<file path="config.mk">
export PLATFORM = sky130hd
export DESIGN_NAME = alu_seq
export DESIGN_NICKNAME = d
export VERILOG_FILES = /design/src/rtl/alu_seq.sv
export SDC_FILE = /design/constraint.sdc
export NUM_CORES = 1
export LEC_CHECK = 0
export BUFFER_PORTS_ARGS = -buffer_cell sky130_fd_sc_hd__buf_2
export CAP_MARGIN = 20
export CORE_MARGIN = 5
export CORE_UTILIZATION = 28
export CTS_CLUSTER_SIZE = 40
export DETAILED_ROUTE_END_ITERATION = 10
export GPL_TIMING_DRIVEN = 0
export PLACE_DENSITY = 0.6
export RECOVER_POWER = 100
export SLEW_MARGIN = 20
export SYNTH_ARGS = -nofsm -noshare
export SYNTH_HDL_FRONTEND = slang
export SYNTH_SLANG_ARGS = --single-unit
</file>
<file path="constraint.sdc">
create_clock -name clk -period 2.4 [get_ports clk]
set_input_delay 0.24 -clock clk [delete_from_list [all_inputs] [get_ports clk]]
set_output_delay 0.24 -clock clk [all_outputs]
set_load 0.005 [all_outputs]
</file>
<file path="src/rtl/alu_seq.sv">
// Command sequencer for an external 4-bit ALU: registers operands, captures the
// result into an accumulator and holds it under valid/ready backpressure.
module alu_seq #(
  parameter int unsigned CNT_W = 8
) (
  input  logic             clk,
  input  logic             rst_n,
  input  logic             in_valid,
  output logic             in_ready,
  input  logic [3:0]       in_a,
  input  logic [3:0]       in_b,
  input  logic [1:0]       in_op,
  input  logic             in_acc,
  output logic [3:0]       alu_a,
  output logic [3:0]       alu_b,
  output logic [1:0]       alu_op,
  input  logic [3:0]       alu_result,
  input  logic             alu_zero,
  output logic             out_valid,
  input  logic             out_ready,
  output logic [3:0]       out_result,
  output logic             out_zero,
  output logic [3:0]       acc,
  output logic [CNT_W-1:0] op_count
);

  typedef enum logic [1:0] {
    StIdle = 2'd0,
    StExec = 2'd1,
    StHold = 2'd2
  } state_e;

  state_e state_q, state_d;

  logic [3:0]       alu_a_q, alu_b_q, out_result_q, acc_q;
  logic [1:0]       alu_op_q;
  logic             out_zero_q;
  logic [CNT_W-1:0] op_count_q;

  logic accept, capture, release_res;

  assign accept      = (state_q == StIdle) && in_valid;
  assign capture     = (state_q == StExec);
  assign release_res = (state_q == StHold) && out_ready;

  always_ff @(posedge clk or negedge rst_n) begin
    if (!rst_n) begin
      state_q <= StIdle;
    end else begin
      state_q <= state_d;
    end
  end

  always_comb begin
    state_d = StIdle;
    case (state_q)
      StIdle:  state_d = in_valid ? StExec : StIdle;
      StExec:  state_d = StHold;
      StHold:  state_d = out_ready ? StIdle : StHold;
      // The unused encoding falls back to idle.
      default: state_d = StIdle;
    endcase
  end

  always_comb begin
    in_ready  = (state_q == StIdle);
    out_valid = (state_q == StHold);
  end

  always_ff @(posedge clk or negedge rst_n) begin
    if (!rst_n) begin
      alu_a_q      <= 4'd0;
      alu_b_q      <= 4'd0;
      alu_op_q     <= 2'b00;
      out_result_q <= 4'd0;
      out_zero_q   <= 1'b0;
      acc_q        <= 4'd0;
      op_count_q   <= '0;
    end else begin
      if (accept) begin
        // Accept and capture never share an edge, so acc_q is the settled value.
        alu_a_q  <= in_acc ? acc_q : in_a;
        alu_b_q  <= in_b;
        alu_op_q <= in_op;
      end
      if (capture) begin
        out_result_q <= alu_result;
        out_zero_q   <= alu_zero;
        acc_q        <= alu_result;
      end
      if (release_res) begin
        op_count_q <= op_count_q + CNT_W'(1);
      end
    end
  end

  assign alu_a      = alu_a_q;
  assign alu_b      = alu_b_q;
  assign alu_op     = alu_op_q;
  assign out_result = out_result_q;
  assign out_zero   = out_zero_q;
  assign acc        = acc_q;
  assign op_count   = op_count_q;

endmodule

</file>
==> flow_metrics.tcl <==
set metrics [dict create \
    fin_cells 181 \
    grt_pass1_wl_um 4008 \
    setup-violations-final 0 \
    finalCritPeriodShare_pct 71.19 \
    path_max_fanout 10 \
    synth_common_cells "dfrtp_1, mux2_2, nor2_1" \
    finalPower_mw 1.583 \
    finalCriticalPeriod_ns 1.709 \
    whs_path_depth 2 \
    synth_cells 81 \
    gp_congestion 0.6711 \
    worstSkewPairLatency_ns 0.27 \
    yosys-top-cells-area "dfrtp_1, mux2_2, mux2i_1" \
    critical_path_arrival_ns 1.86 \
    syn_nets 102 \
    r2r-end "alu_b[2]" \
    critical_path_class "reg -> reg" \
    synthArstFlopShare_pct 100.0 \
    maxCapViolCount 0 \
    area_growth_pct 30.68 \
    antenna_found_initial 0 \
    worstSetupEndpoint "alu_b[2]" \
    fp-row-count 22 \
    dr.pass1.iters 2 \
    grt_max_degree 26 \
    outcome "complete, no violations" \
    ys.flop_type "dfrtp_1" \
    cts_made_buffers 3 \
    synth_area_leader_cell "dfrtp_1" \
    grt_pass1_vias 838 \
    slew_viol_final 0 \
    yosysUniqueCellTypes 24 \
    synth_mux_area_share_pct 16.39 \
    viasPerCell 4.204 \
    hold_viol_final 0 \
    ys_ff_latch 25 \
    synth_adder_area_share_pct 1.171 \
    dp_slack_ns 0.9095 \
    required_ns 2.56 \
    dpl-instance-area_mm2 0.001364 \
    die_area_mm2 0.005152 \
    cts_setup_buffers 0 \
    dr.first_iter.drc_count 9 \
    holdWs_ns 0.1855 \
    synth_compound_area_share_pct 2.576 \
    fin_nets 155 \
    synth-simple-area-share_pct 10.54 \
    antennaDiodeCount 0 \
    die_y_um 71.78 \
    tightest_slew_ns 1.350 \
    reg2reg_slack_ns 0.69 \
    setup_ws_ns 0.6914 \
    fin_util_pct 37.86 \
    rsz0062_at_grt "false" \
    initial_core_util_pct 28.97 \
    clkTransAtPathRegs_ns 0.10 \
    cts_tree "built" \
    rr_worst_depth 3 \
    drc 0 \
    ys.warnings.count 0 \
    core_mm2 0.003689 \
    drtAntennaViolNets 0 \
    cts-root-buf "clkbuf_8" \
    worstHoldPathType "in -> reg" \
    synth_top_family_by_area "multiplexers" \
    ir_drop_mv 0.4274 \
    reg2reg_from "state_q[1]" \
    finalClockSkew_ns 0.006430 \
    dp_hpwl_um 1888 \
    routed_wl_um 2331 \
    clockBufferDepth 2 \
    synth_area_mm2 0.001069 \
    seq_area_frac_synth_pct 58.55 \
    fin_area_mm2 0.001396 \
    wire_per_inst_um 12.88 \
    io_buffers 47 \
    max_slew_margin_pct 10.02 \
    synth_edf_count 0 \
    cp-end-kind "flop" \
    io_pins 49 \
    die_w_um 71.78 \
    crit_path_start_kind "flop" \
    htreeDepth 1 \
    placed_cells 176 \
    netlist.area_leader.share_pct 58.55 \
    tns_ns 0 \
    synth-xor-area-share_pct 5.738 \
    p_leak_nw 0.6783 \
    crit_start "state_q[1]" \
    drive_gt1_share_pct 39.10 \
    syn_area_per_cell_um2 13.19 \
    overflow 0 \
    p_per_area_mw_per_mm2 1134 \
    fmax_ghz 0.5853 \
    dr_total_vias 761 \
    synth_most_common_cell "dfrtp_1" \
    cts_num_sinks 25 \
    track_usage_pct 9.609 \
]
[flip-flops by register name, summed over array words and instances (netlist names)]
signal	flops
alu_a	4
alu_b	4
alu_op	2
op_count	8
out_result	4
out_zero	1
state_q	2
[cell type report]
class | instances | area (um^2)
Fill cell | 397 | 2292
Sequential cell | 25 | 625.6
Buffer | 7 | 41.29
Multi-Input combinational cell | 48 | 389.1
Clock buffer | 3 | 41.29
Timing Repair Buffer | 48 | 226.5
Clock inverter | 1 | 8.758
Tap cell | 48 | 60.06
Inverter | 1 | 3.754
[layout by cell type, fill, tap and decap left out]
| master | Yosys | layout |
|---|---|---|
| buf_1 | 1 | 1 |
| a21o_1 | 1 | 1 |
| inv_6 | 0 | 1 |
| nand3b_1 | 1 | 1 |
| nand3_1 | 3 | 3 |
| and4b_1 | 1 | 1 |
| a21oi_1 | 4 | 4 |
| nand2_1 | 1 | 1 |
| xor2_1 | 4 | 4 |
| mux2_2 | 11 | 11 |
| nor2b_1 | 2 | 2 |
| mux2_1 | 1 | 1 |
| nor2_1 | 6 | 6 |
| nor3b_4 | 1 | 1 |
| clkbuf_4 | 0 | 4 |
| buf_2 | 1 | 32 |
| nor3_1 | 2 | 2 |
| inv_1 | 1 | 1 |
| clkbuf_1 | 0 | 17 |
| xnor2_1 | 3 | 3 |
| clkbuf_8 | 0 | 3 |
| dlygate4sd3_1 | 0 | 1 |
| dfrtp_1 | 25 | 25 |
| nand4_1 | 1 | 1 |
| and3_1 | 1 | 1 |
| ha_1 | 1 | 1 |
| mux2i_1 | 4 | 4 |
[layer usage]
metal | GRT usage (%) | wire length, um
met5 | 0 | 0
met2 | 17.14 | 1139
met4 | 1.879 | 0
met3 | 2.665 | 194
met1 | 11.54 | 998
[power breakdown]
part | internal [mW] | switching (mW) | total [mW]
combinational | 0.329 | 0.245 | 0.574
sequential | 0.595 | 0.149 | 0.745
clock | 0.122 | 0.143 | 0.264
[worst min path at each step]
| stage | end | slack [ns] | from |
|---|---|---|---|
| final | alu_b[2] | 0.19 | in_b[2] |
| after global routing | out_zero | 0.19 | alu_zero |
| after CTS | alu_b[2] | 0.18 | in_b[2] |
| after detailed placement | op_count[2] | 0.27 | rst_n |
| after global placement | op_count[1] | 0.26 | rst_n |
| after floorplan | alu_a[0] | -0.06 | rst_n |
[critical path, cell delays in order, from the launching register on]
cell	delay, ns
dfrtp_1	0.46
nor3b_4	0.37
clkbuf_1	0.40
mux2_1	0.36
[cells by family after synthesis]
logic type,Yosys count
fa+ha+maj,1
compound gates,5
simple gates,19
flops,25
xor+xnor,7
mux,16
buf+inv,8
[repair_timing]
item                                   CTS  global route
endpoints found under the hold margin   25             0
hold buffers                             1             0
resized for setup                        0             0
Power figures use the tool's default switching activity.
